[src/rtl/alu_req_arbiter.sv]
// alu_req_arbiter: shares one multi-cycle ALU between two requesters.
// Round-robin grant, operands held stable while the ALU works, result
// returned on a tagged valid/ready response channel. Illegal opcodes are
// answered without touching the ALU, and a stuck ALU is cut off by a timeout.
module alu_req_arbiter #(
  parameter int WIDTH          = 32,
  parameter int TIMEOUT_CYCLES = 256
) (
  input  logic             clk,
  input  logic             reset_n,

  input  logic             req0_valid,
  output logic             req0_ready,
  input  logic [3:0]       req0_opcode,
  input  logic [WIDTH-1:0] req0_a,
  input  logic [WIDTH-1:0] req0_b,
  input  logic [WIDTH-1:0] req0_hi,

  input  logic             req1_valid,
  output logic             req1_ready,
  input  logic [3:0]       req1_opcode,
  input  logic [WIDTH-1:0] req1_a,
  input  logic [WIDTH-1:0] req1_b,
  input  logic [WIDTH-1:0] req1_hi,

  output logic [WIDTH-1:0] alu_num_1,
  output logic [WIDTH-1:0] alu_num_2,
  output logic [WIDTH-1:0] alu_sub_reg_input,
  output logic [3:0]       alu_opcode,
  input  logic [WIDTH-1:0] alu_result,
  input  logic [WIDTH-1:0] alu_sub_reg_result,
  input  logic             alu_done,
  input  logic [3:0]       alu_flag,

  output logic             resp_valid,
  input  logic             resp_ready,
  output logic             resp_id,
  output logic [WIDTH-1:0] resp_result,
  output logic [WIDTH-1:0] resp_sub,
  output logic [3:0]       resp_flag,
  output logic [1:0]       resp_status
);

  typedef enum logic [1:0] {
    IDLE  = 2'd0,
    ISSUE = 2'd1,
    WAIT  = 2'd2,
    RESP  = 2'd3
  } state_t;

  localparam logic [3:0]  OP_IDLE       = 4'b1111;
  localparam logic [3:0]  LAST_LEGAL_OP = 4'd8;
  localparam logic [3:0]  FLAG_ERR      = 4'b1111;
  localparam logic [1:0]  STAT_OK       = 2'b00;
  localparam logic [1:0]  STAT_ILLEGAL  = 2'b01;
  localparam logic [1:0]  STAT_TIMEOUT  = 2'b10;
  localparam logic [16:0] TIMEOUT_VAL   = 17'(TIMEOUT_CYCLES);

  state_t           state_q, state_d;
  logic             last_id_q, last_id_d;
  logic [3:0]       op_q, op_d;
  logic [WIDTH-1:0] a_q, a_d;
  logic [WIDTH-1:0] b_q, b_d;
  logic [WIDTH-1:0] hi_q, hi_d;
  logic             id_q, id_d;
  logic [WIDTH-1:0] res_q, res_d;
  logic [WIDTH-1:0] sub_q, sub_d;
  logic [3:0]       flag_q, flag_d;
  logic [1:0]       status_q, status_d;
  logic [15:0]      cnt_q, cnt_d;

  logic             grant_valid;
  logic             grant_id;
  logic [3:0]       sel_opcode;
  logic [WIDTH-1:0] sel_a;
  logic [WIDTH-1:0] sel_b;
  logic [WIDTH-1:0] sel_hi;
  logic [16:0]      cnt_inc;

  // Round-robin grant: a lone requester wins, a tie goes to the one not served last
  always_comb begin
    grant_valid = 1'b0;
    grant_id    = 1'b0;
    if (req0_valid && req1_valid) begin
      grant_valid = 1'b1;
      grant_id    = ~last_id_q;
    end else if (req0_valid) begin
      grant_valid = 1'b1;
      grant_id    = 1'b0;
    end else if (req1_valid) begin
      grant_valid = 1'b1;
      grant_id    = 1'b1;
    end
  end

  // Select the winning requester's payload for latching
  always_comb begin
    sel_opcode = req0_opcode;
    sel_a      = req0_a;
    sel_b      = req0_b;
    sel_hi     = req0_hi;
    if (grant_id) begin
      sel_opcode = req1_opcode;
      sel_a      = req1_a;
      sel_b      = req1_b;
      sel_hi     = req1_hi;
    end
  end

  assign req0_ready = (state_q == IDLE) && grant_valid && !grant_id;
  assign req1_ready = (state_q == IDLE) && grant_valid &&  grant_id;

  // Next-state logic: accept, issue, wait for done or timeout, hold response
  always_comb begin
    state_d   = state_q;
    last_id_d = last_id_q;
    op_d      = op_q;
    a_d       = a_q;
    b_d       = b_q;
    hi_d      = hi_q;
    id_d      = id_q;
    res_d     = res_q;
    sub_d     = sub_q;
    flag_d    = flag_q;
    status_d  = status_q;
    cnt_d     = cnt_q;
    cnt_inc   = {1'b0, cnt_q} + 17'd1;
    case (state_q)
      IDLE: begin
        if (grant_valid) begin
          id_d      = grant_id;
          last_id_d = grant_id;
          op_d      = sel_opcode;
          if (sel_opcode <= LAST_LEGAL_OP) begin
            a_d     = sel_a;
            b_d     = sel_b;
            hi_d    = sel_hi;
            state_d = ISSUE;
          end else begin
            res_d    = '0;
            sub_d    = '0;
            flag_d   = FLAG_ERR;
            status_d = STAT_ILLEGAL;
            state_d  = RESP;
          end
        end
      end
      ISSUE: begin
        cnt_d   = '0;
        state_d = WAIT;
      end
      WAIT: begin
        if (alu_done) begin
          res_d    = alu_result;
          sub_d    = alu_sub_reg_result;
          flag_d   = alu_flag;
          status_d = STAT_OK;
          state_d  = RESP;
        end else if (cnt_inc == TIMEOUT_VAL) begin
          res_d    = '0;
          sub_d    = '0;
          flag_d   = FLAG_ERR;
          status_d = STAT_TIMEOUT;
          state_d  = RESP;
        end else begin
          cnt_d = cnt_inc[15:0];
        end
      end
      RESP: begin
        if (resp_ready) begin
          state_d = IDLE;
        end
      end
      default: state_d = IDLE;
    endcase
  end

  // State registers; reset drops any in-flight operation and favours requester 0
  always_ff @(posedge clk or negedge reset_n) begin
    if (!reset_n) begin
      state_q   <= IDLE;
      last_id_q <= 1'b1;
      op_q      <= OP_IDLE;
      a_q       <= '0;
      b_q       <= '0;
      hi_q      <= '0;
      id_q      <= 1'b0;
      res_q     <= '0;
      sub_q     <= '0;
      flag_q    <= '0;
      status_q  <= '0;
      cnt_q     <= '0;
    end else begin
      state_q   <= state_d;
      last_id_q <= last_id_d;
      op_q      <= op_d;
      a_q       <= a_d;
      b_q       <= b_d;
      hi_q      <= hi_d;
      id_q      <= id_d;
      res_q     <= res_d;
      sub_q     <= sub_d;
      flag_q    <= flag_d;
      status_q  <= status_d;
      cnt_q     <= cnt_d;
    end
  end

  assign alu_opcode        = ((state_q == ISSUE) || (state_q == WAIT)) ? op_q : OP_IDLE;
  assign alu_num_1         = a_q;
  assign alu_num_2         = b_q;
  assign alu_sub_reg_input = hi_q;

  assign resp_valid  = (state_q == RESP);
  assign resp_id     = id_q;
  assign resp_result = res_q;
  assign resp_sub    = sub_q;
  assign resp_flag   = flag_q;
  assign resp_status = status_q;

endmodule

[config.mk]
export PLATFORM = sky130hd
export DESIGN_NAME = alu_req_arbiter
export DESIGN_NICKNAME = d
export VERILOG_FILES = /design/src/rtl/alu_req_arbiter.sv
export SDC_FILE = /design/constraint.sdc
export NUM_CORES = 1
export LEC_CHECK = 0
export BUFFER_PORTS_ARGS = -buffer_cell sky130_fd_sc_hd__buf_2
export CAP_MARGIN = 20
export CELL_PAD_IN_SITES_DETAIL_PLACEMENT = 1
export CELL_PAD_IN_SITES_GLOBAL_PLACEMENT = 1
export CORE_ASPECT_RATIO = 1.1
export CORE_MARGIN = 3
export CORE_UTILIZATION = 30
export CTS_BUF_LIST = sky130_fd_sc_hd__clkbuf_8
export DETAILED_ROUTE_END_ITERATION = 8
export PLACE_DENSITY = 0.83
export RECOVER_POWER = 25
export SLEW_MARGIN = 20
export SYNTH_ARGS = -nofsm -noshare
export SYNTH_HDL_FRONTEND = slang
export SYNTH_SLANG_ARGS = --single-unit
[constraint.sdc]
create_clock -name clk -period 3.45 [get_ports clk]
set_input_delay 0.69 -clock clk [delete_from_list [all_inputs] [get_ports clk]]
set_output_delay 0.69 -clock clk [all_outputs]
set_load 0.005 [all_outputs]
==> impl_metrics.tcl, run 1 <==
set metrics [dict create \
    drc 0 \
    finalCritPeriodShare_pct 89.30 \
    hold_depth 2 \
    antenna_found_initial 7 \
    drv_cap 1 \
    p_per_area_mw_per_mm2 801.5 \
    cts_buffer_depth 2 \
    reg2reg_from "cnt_q[0]" \
    p_leak_uw 0.005854 \
    h-tree-depth 4 \
    syn_avg_cell_area_um2 11.25 \
    ant_nets 0 \
    worstMarginPinSlew_ps 2360 \
    period_needed_ps 3081 \
    clock_sinks 190 \
    setup_viol 0 \
    ys_warn_count 0 \
    synth_edf_count 0 \
    grt_max_degree 163 \
    synth.net_count 1036 \
    hold_end "resp_sub[9]" \
    drtPass1Iterations 4 \
    start_util_pct 30.98 \
    synth.top_cell.area_share_pct 54.48 \
    worst_r2r_path_depth 9 \
    violations "capacitance limit, slew limit" \
    worst_ep_arrival_time_ps 3480 \
    syn_area_mm2 0.008497 \
    start_kind "flop" \
    r2r_slack_ps 370 \
    async_reset_ff_share_pct 100.0 \
    clock_skew_ps 20.19 \
    finalHoldViolCount 0 \
    dr.first_iter.drc_count 317 \
    vias_per_cell 4.954 \
    port_buffers 447 \
    core-area_mm2 0.02743 \
    final_nets 1455 \
    track_usage_pct 19.61 \
    netlist_top_cells_count "dfrtp_1 (185), mux2i_1 (111), a21oi_1 (102), nor2_1 (102), a22o_1 (64)" \
    ir_drop_mv 0.3457 \
    dp_hpwl_mm 23.34 \
    hold_path.class "in2reg" \
    clkTransAtPathRegs_ps 110 \
    holdBufCountCts 0 \
    tns_ps 0 \
    cts_tree "yes" \
    synth.most_common_cell "dfrtp_1" \
    synthTopCellsByArea "dfrtp_1 (54%), mux2i_1 (13%), a22o_1 (6.6%)" \
    fp.dieW_um 166.5 \
    slew-limit-headroom_pct -57.30 \
    cts_resized 0 \
    synthesis.instances 755 \
    drt-wirelength-per-cell_um 19.76 \
    yosys.area.top_type "dfrtp_1" \
    ys_dominant_reg_cell "dfrtp_1" \
    post_cts_buffers 0 \
    total_power_uw 9196 \
    wl_mm 30.59 \
    cp-end-kind "flop" \
    place.gp.congestion 0.8403 \
    clock_insertion_delay_worst_skew_ps 470 \
    outcome "finished, violations left" \
    worst-path-max-fanout 64 \
    layout-drive-gt1-share_pct 42.46 \
    boundaryPins 448 \
    rsz0062_at_grt "no" \
    area_growth_pct 35.03 \
    drv_slew 88 \
    dieArea_mm2 0.03038 \
    grt_pass1_wl_mm 47.19 \
    die_h_um 182.5 \
    synth_cell_types 54 \
    cts_buffers 17 \
    hp-start "alu_sub_reg_result[9]" \
    overflow 0 \
    grt_pass1_vias 8232 \
    floorplan.rows 63 \
    worstPathRequired_ps 3850 \
    yosysSeqAreaShare_pct 56.03 \
    worstReg2RegEnd "resp_sub[8]" \
    path_class "reg2reg" \
    root_buffer "clkbuf_8" \
    ys_seq_elements 190 \
    vias 7669 \
    max_freq_ghz 0.3246 \
]
-- power by group --
part | leakage (uW) | internal (uW) | switching (uW)
registers | 0.00230 | 3280 | 630
logic | 0.00334 | 1720 | 1990
clock network | 0.000213 | 623 | 956
-- layout by cell type (no fill, tap or decap), types with 3 or more instances in the layout --
cell,instances
nand4_1,4
clkinv_4,3
inv_8,3
o21ai_0,11
diode_2,4
inv_1,6
nor4b_1,3
a21oi_1,102
clkbuf_8,17
mux2i_1,111
nand2_1,28
buf_12,3
xnor2_1,4
nor2_1,102
clkinv_8,4
o22a_1,4
a22o_1,64
dfstp_2,5
nor3_1,4
buf_2,446
nand2b_1,9
inv_6,4
nand3_1,8
buf_4,5
dfrtp_1,185
ha_1,7
and3_1,3
-- area by class of cell --
type                       count  area [um^2]
clock inverter                15        190.2
sequential                   190         4761
fill                        3233        15960
antenna                        4        10.01
inverter                       6        22.52
multi-input combinational    503         3467
tap                          357        446.7
clock buffer                  17        234.0
timing repair buffer         456         2342
-- worst max-delay path by stage --
stage / from / slack, ps / cells past startpoint / endpoint
global route: reset_n / 150 / 2 / alu_num_1[13]
finish: cnt_q[0] / 370 / 9 / resp_sub[8]
CTS: cnt_q[0] / 390 / 9 / resp_result[2]
floorplan: cnt_q[5] / 840 / 10 / resp_result[0]
detailed placement: cnt_q[0] / 430 / 9 / resp_result[2]
global placement: cnt_q[3] / 550 / 8 / resp_sub[11]
-- critical path, stage by stage (launching register included) --
cell	delay (ps)
dfrtp_1	460
ha_1	300
nand4_1	230
nor3_1	490
mux2i_1	140
a32o_1	280
a31oi_4	160
nand2b_2	140
buf_4	530
a22o_1	250
-- state kept, by name, summed over array words and instances, names as in the netlist, 2 cells and up --
signal	count
alu_num_1	32
alu_num_2	32
cnt_q	16
alu_sub_reg_input	32
op_q	4
resp_sub	32
resp_flag	4
resp_status	2
state_q	2
resp_result	32
-- metal layers --
layer	track usage (%)	up-vias	routed length [um]
met3	6.759	32	2374
li1	-	3541	-
met4	5.281	8	410
met5	0	-	53
met2	35.38	302	16040
met1	22.16	3786	11710
-- through the flow --
step | cell area (um^2) | worst slack [ps] | std cells | utilization, % | hold slack (ps)
2_1_floorplan | 8497 | 843.3 | 755 | - | 394.4
5_1_grt | 11470 | 146.1 | 1546 | 41.81 | 379.5
3_5_place_dp | 11060 | 433.9 | 1512 | 40.31 | 468.5
6_report | 11470 | 369.1 | 1548 | 41.83 | 432.9
4_1_cts | 11480 | 394.7 | 1544 | 41.85 | 275.1
3_3_place_gp | 11060 | 550.8 | 1512 | 40.31 | 460.1
-- kinds of logic after synthesis --
logic type                 count (synthesis)  share of synthesized area [%]
xor gates and xnor gates                   5                         0.5154
DFF                                      190                          56.03
AOI/OAI and AO/OA                        204                          16.29
and+or+nand+nor                          174                          9.321
muxes                                    113                          13.34
adders and majority gates                  7                          1.031
buffers and inverters                     62                          3.475
Power figures use the tool's default switching activity.
==> run 2: changes to the inputs <==
--- a/config.mk
+++ b/config.mk
@@ -14,6 +14,7 @@
 export CORE_UTILIZATION = 30
 export CTS_BUF_LIST = sky130_fd_sc_hd__clkbuf_8
 export DETAILED_ROUTE_END_ITERATION = 8
+export MAX_ROUTING_LAYER = met4
 export PLACE_DENSITY = 0.83
 export RECOVER_POWER = 25
 export SLEW_MARGIN = 20
==> impl_metrics.tcl, run 2 (synthesis gave the netlist of run 1 again) <==
set metrics [dict create \
    die_h_um 182.5 \
    clock_skew_ps 19.45 \
    start_kind "flop" \
    dieArea_mm2 0.03038 \
    drtPass1Iterations 4 \
    track_usage_pct 20.20 \
    layout-drive-gt1-share_pct 42.46 \
    worstPathRequired_ps 3860 \
    antenna_found_initial 7 \
    fp.dieW_um 166.5 \
    cp-end-kind "flop" \
    holdBufCountCts 0 \
    final_common_cell "buf_2" \
    p_leak_uw 0.005854 \
    outcome "finished, violations left" \
    ant_nets 0 \
    drc 0 \
    setup_viol 0 \
    cts_buffer_depth 2 \
    h-tree-depth 4 \
    place.gp.congestion 0.8534 \
    drt-wirelength-per-cell_um 19.76 \
    vias_per_cell 4.928 \
    port_buffers 447 \
    dp_hpwl_mm 23.34 \
    cts_buffers 17 \
    finalHoldViolCount 0 \
    hold_path.class "in2reg" \
    dr.first_iter.drc_count 354 \
    cts_resized 0 \
    overflow 0 \
    total_power_uw 9205 \
    violations "capacitance limit, slew limit" \
    ir_drop_mv 0.3390 \
    grt_max_degree 163 \
    post_cts_buffers 0 \
    boundaryPins 448 \
    p_per_area_mw_per_mm2 801.4 \
    clkTransAtPathRegs_ps 120 \
    grt_pass1_wl_mm 47.08 \
    clock_sinks 190 \
    worst_ep_arrival_time_ps 3460 \
    floorplan.rows 63 \
    grt_pass1_vias 8255 \
    finalCritPeriodShare_pct 88.68 \
    final_cell_mix "buf_2 (446), dfrtp_1 (185), mux2i_1 (111)" \
    period_needed_ps 3059 \
    core-area_mm2 0.02743 \
    area_growth_pct 35.18 \
    max_freq_ghz 0.3269 \
    root_buffer "clkbuf_8" \
    start_util_pct 30.98 \
    wl_mm 30.69 \
    vias 7653 \
    drv_cap 1 \
    tns_ps 0 \
    worstMarginPinSlew_ps 2324 \
    final_nets 1455 \
    slew-limit-headroom_pct -54.91 \
    cts_tree "yes" \
    rsz0062_at_grt "no" \
    drv_slew 88 \
    clock_insertion_delay_worst_skew_ps 480 \
    path_class "reg2reg" \
    worst-path-max-fanout 64 \
]
[run 2: stage by stage]
step / setup WS [ps] / cell area, um^2 / hold slack (ps) / util (%) / std cells
floorplan: 843.3 / 8497 / 394.4 / - / 755
CTS: 394.7 / 11480 / 275.1 / 41.85 / 1544
detailed placement: 433.9 / 11060 / 468.5 / 40.31 / 1512
global placement: 550.8 / 11060 / 460.1 / 40.31 / 1512
finish: 390.6 / 11490 / 429.5 / 41.87 / 1553
global route: 148.4 / 11480 / 379.2 / 41.85 / 1551
[run 2: final timing paths]
kind | to | cells past startpoint | slack (ps) | startpoint
min | resp_result[6] | 2 | 430 | alu_result[6]
min in group asynchronous | resp_result[0] | 1 | 900 | reset_n
max in group asynchronous | alu_num_2[31] | 2 | 590 | reset_n
max reg2reg | resp_sub[8] | 9 | 390 | cnt_q[0]
max | resp_sub[8] | 9 | 390 | cnt_q[0]
min reg2reg | op_q[2] | 2 | 480 | op_q[2]
[run 2: per-layer routing]
| layer | GRT usage [%] | up-vias | wire [um] |
|---|---|---|---|
| met5 | - | - | 0 |
| met3 | 6.391 | 26 | 2334 |
| met2 | 35.41 | 300 | 16100 |
| met1 | 22.38 | 3778 | 11810 |
| met4 | 5.281 | 0 | 442 |
| li1 | - | 3549 | - |
[run 2: power breakdown]
group,leakage (uW),internal (uW),total (uW),switching [uW]
logic,0.00334,1720,3720,2000
clock network,0.000213,623,1580,957
registers,0.00230,3280,3910,629
[run 2: area by class of cell]
cell class                      count  area (um^2)
Multi-Input combinational cell    503         3467
Clock inverter                     15        190.2
Inverter                            6        22.52
Tap cell                          357        446.7
Sequential cell                   190         4761
Fill cell                        3237        15950
Clock buffer                       17        234.0
Timing Repair Buffer              456         2342
Antenna cell                        9        22.52
[run 2: critical path, stage by stage (launching register included)]
cell	delay (ps)
dfrtp_1	450
ha_1	300
nand4_1	230
nor3_1	480
mux2i_1	140
a32o_1	280
a31oi_4	150
nand2b_2	140
buf_4	540
a22o_1	250
==> run 3: changes to the inputs <==
--- a/config.mk
+++ b/config.mk
@@ -15,7 +15,7 @@
 export CTS_BUF_LIST = sky130_fd_sc_hd__clkbuf_8
 export DETAILED_ROUTE_END_ITERATION = 8
 export MAX_ROUTING_LAYER = met4
-export PLACE_DENSITY = 0.83
+export PLACE_DENSITY_LB_ADDON = 0.1
 export RECOVER_POWER = 25
 export SLEW_MARGIN = 20
 export SYNTH_ARGS = -nofsm -noshare
==> impl_metrics.tcl, run 3 (synthesis gave the netlist of run 1 again) <==
set metrics [dict create \
    drt-wirelength-per-cell_um 19.84 \
    clock_skew_ps 23.32 \
    ant_nets 0 \
    floorplan.rows 63 \
    core-area_mm2 0.02743 \
    holdBufCountCts 0 \
    dr.first_iter.drc_count 310 \
    overflow 0 \
    cp-end-kind "flop" \
    drc 0 \
    path_class "reg2reg" \
    cts_buffer_depth 2 \
    cts_resized 0 \
    slew-limit-headroom_pct -21.95 \
    max_freq_ghz 0.3346 \
    dp_hpwl_mm 23.66 \
    grt_max_degree 122 \
    setup_viol 0 \
    boundaryPins 448 \
    clkTransAtPathRegs_ps 130 \
    final_common_cell "buf_2" \
    worst-path-max-fanout 64 \
    place.gp.congestion 0.8195 \
    p_leak_uw 0.005891 \
    die_h_um 182.5 \
    final_nets 1460 \
    period_needed_ps 2988 \
    ir_drop_mv 0.3081 \
    rsz0062_at_grt "no" \
    p_per_area_mw_per_mm2 805.7 \
    start_kind "flop" \
    start_util_pct 30.98 \
    layout-drive-gt1-share_pct 42.70 \
    hold_path.class "in2reg" \
    area_growth_pct 36.03 \
    root_buffer "clkbuf_8" \
    finalHoldViolCount 0 \
    final_cell_mix "buf_2 (446), dfrtp_1 (185), mux2i_1 (111)" \
    drv_slew 72 \
    vias_per_cell 4.817 \
    worstPathRequired_ps 3810 \
    vias 7491 \
    worst_ep_arrival_time_ps 3350 \
    fp.dieW_um 166.5 \
    drtPass1Iterations 6 \
    r2r_slack_ps 460 \
    whs_ps 424.9 \
    utilization_pct 42.14 \
    grt_pass1_vias 7858 \
    h-tree-depth 4 \
    violations "capacitance limit, slew limit" \
    dieArea_mm2 0.03038 \
    post_cts_buffers 0 \
    clock_insertion_delay_worst_skew_ps 480 \
    outcome "finished, violations left" \
    drv_cap 1 \
    finalCritPeriodShare_pct 86.61 \
    worstMarginPinSlew_ps 1829 \
    cts_tree "yes" \
    tns_ps 0 \
    track_usage_pct 20.30 \
    clock_sinks 190 \
    port_buffers 447 \
    antenna_found_initial 6 \
    wl_mm 30.85 \
    cts_buffers 17 \
    grt_pass1_wl_mm 46.91 \
]
-- run 3: cell types whose count changed in the layout (fill, tap and decap cells not counted), sizes merged --
cell      previous run  this run
clkbuf              19        20
inv                 13        12
clkinvlp             0         1
buf                454       458
diode                9         6
-- run 3: power breakdown --
group	internal, uW	switching (uW)	total, uW
Clock	642	1000	1640
Sequential	3270	602	3880
Combinational	1760	2030	3790
Total	5680	3640	9310
-- run 3: layer usage --
layer	vias up	track usage, %	wire length, um
met4	0	5.215	463
met3	21	5.871	2167
li1	3560	-	-
met5	-	-	0
met2	271	35.00	16120
met1	3639	23.39	12100
-- run 3: per-stage QoR --
step	setup WS [ps]	instance area (um^2)	total power (uW)	cells
floorplan	843.3	8497	5815	755
global placement	560.6	11130	7716	1517
detailed placement	487.2	11130	7799	1517
CTS	455.1	11580	9500	1549
global route	135.3	11560	10080	1555
finish	461.8	11560	9313	1555
-- run 3: worst paths after layout --
| kind | start | endpoint | cells after the start |
|---|---|---|---|
| max | cnt_q[3] | resp_result[1] | 8 |
| min | alu_sub_reg_result[0] | resp_sub[0] | 2 |
| max reg2reg | cnt_q[3] | resp_result[1] | 8 |
| min reg2reg | op_q[1] | op_q[1] | 2 |
| max in group asynchronous | reset_n | resp_result[23] | 2 |
| min in group asynchronous | reset_n | alu_sub_reg_input[26] | 1 |
-- run 3: final cells by class --
cell class	count	area, um^2
Fill cell	3234	15870
Sequential cell	190	4761
Multi-Input combinational cell	503	3463
Timing Repair Buffer	461	2400
Tap cell	357	446.7
Clock buffer	17	234.0
Clock inverter	15	216.5
Inverter	6	22.52
Antenna cell	6	15.01
-- run 3: critical path, stage by stage, from the launching register on --
cell,delay (ps)
dfrtp_1,650
nand4_4,200
or4_1,540
o311a_1,170
a2111oi_4,460
a31oi_4,200
nand2b_2,240
buf_12,200
a22o_1,210
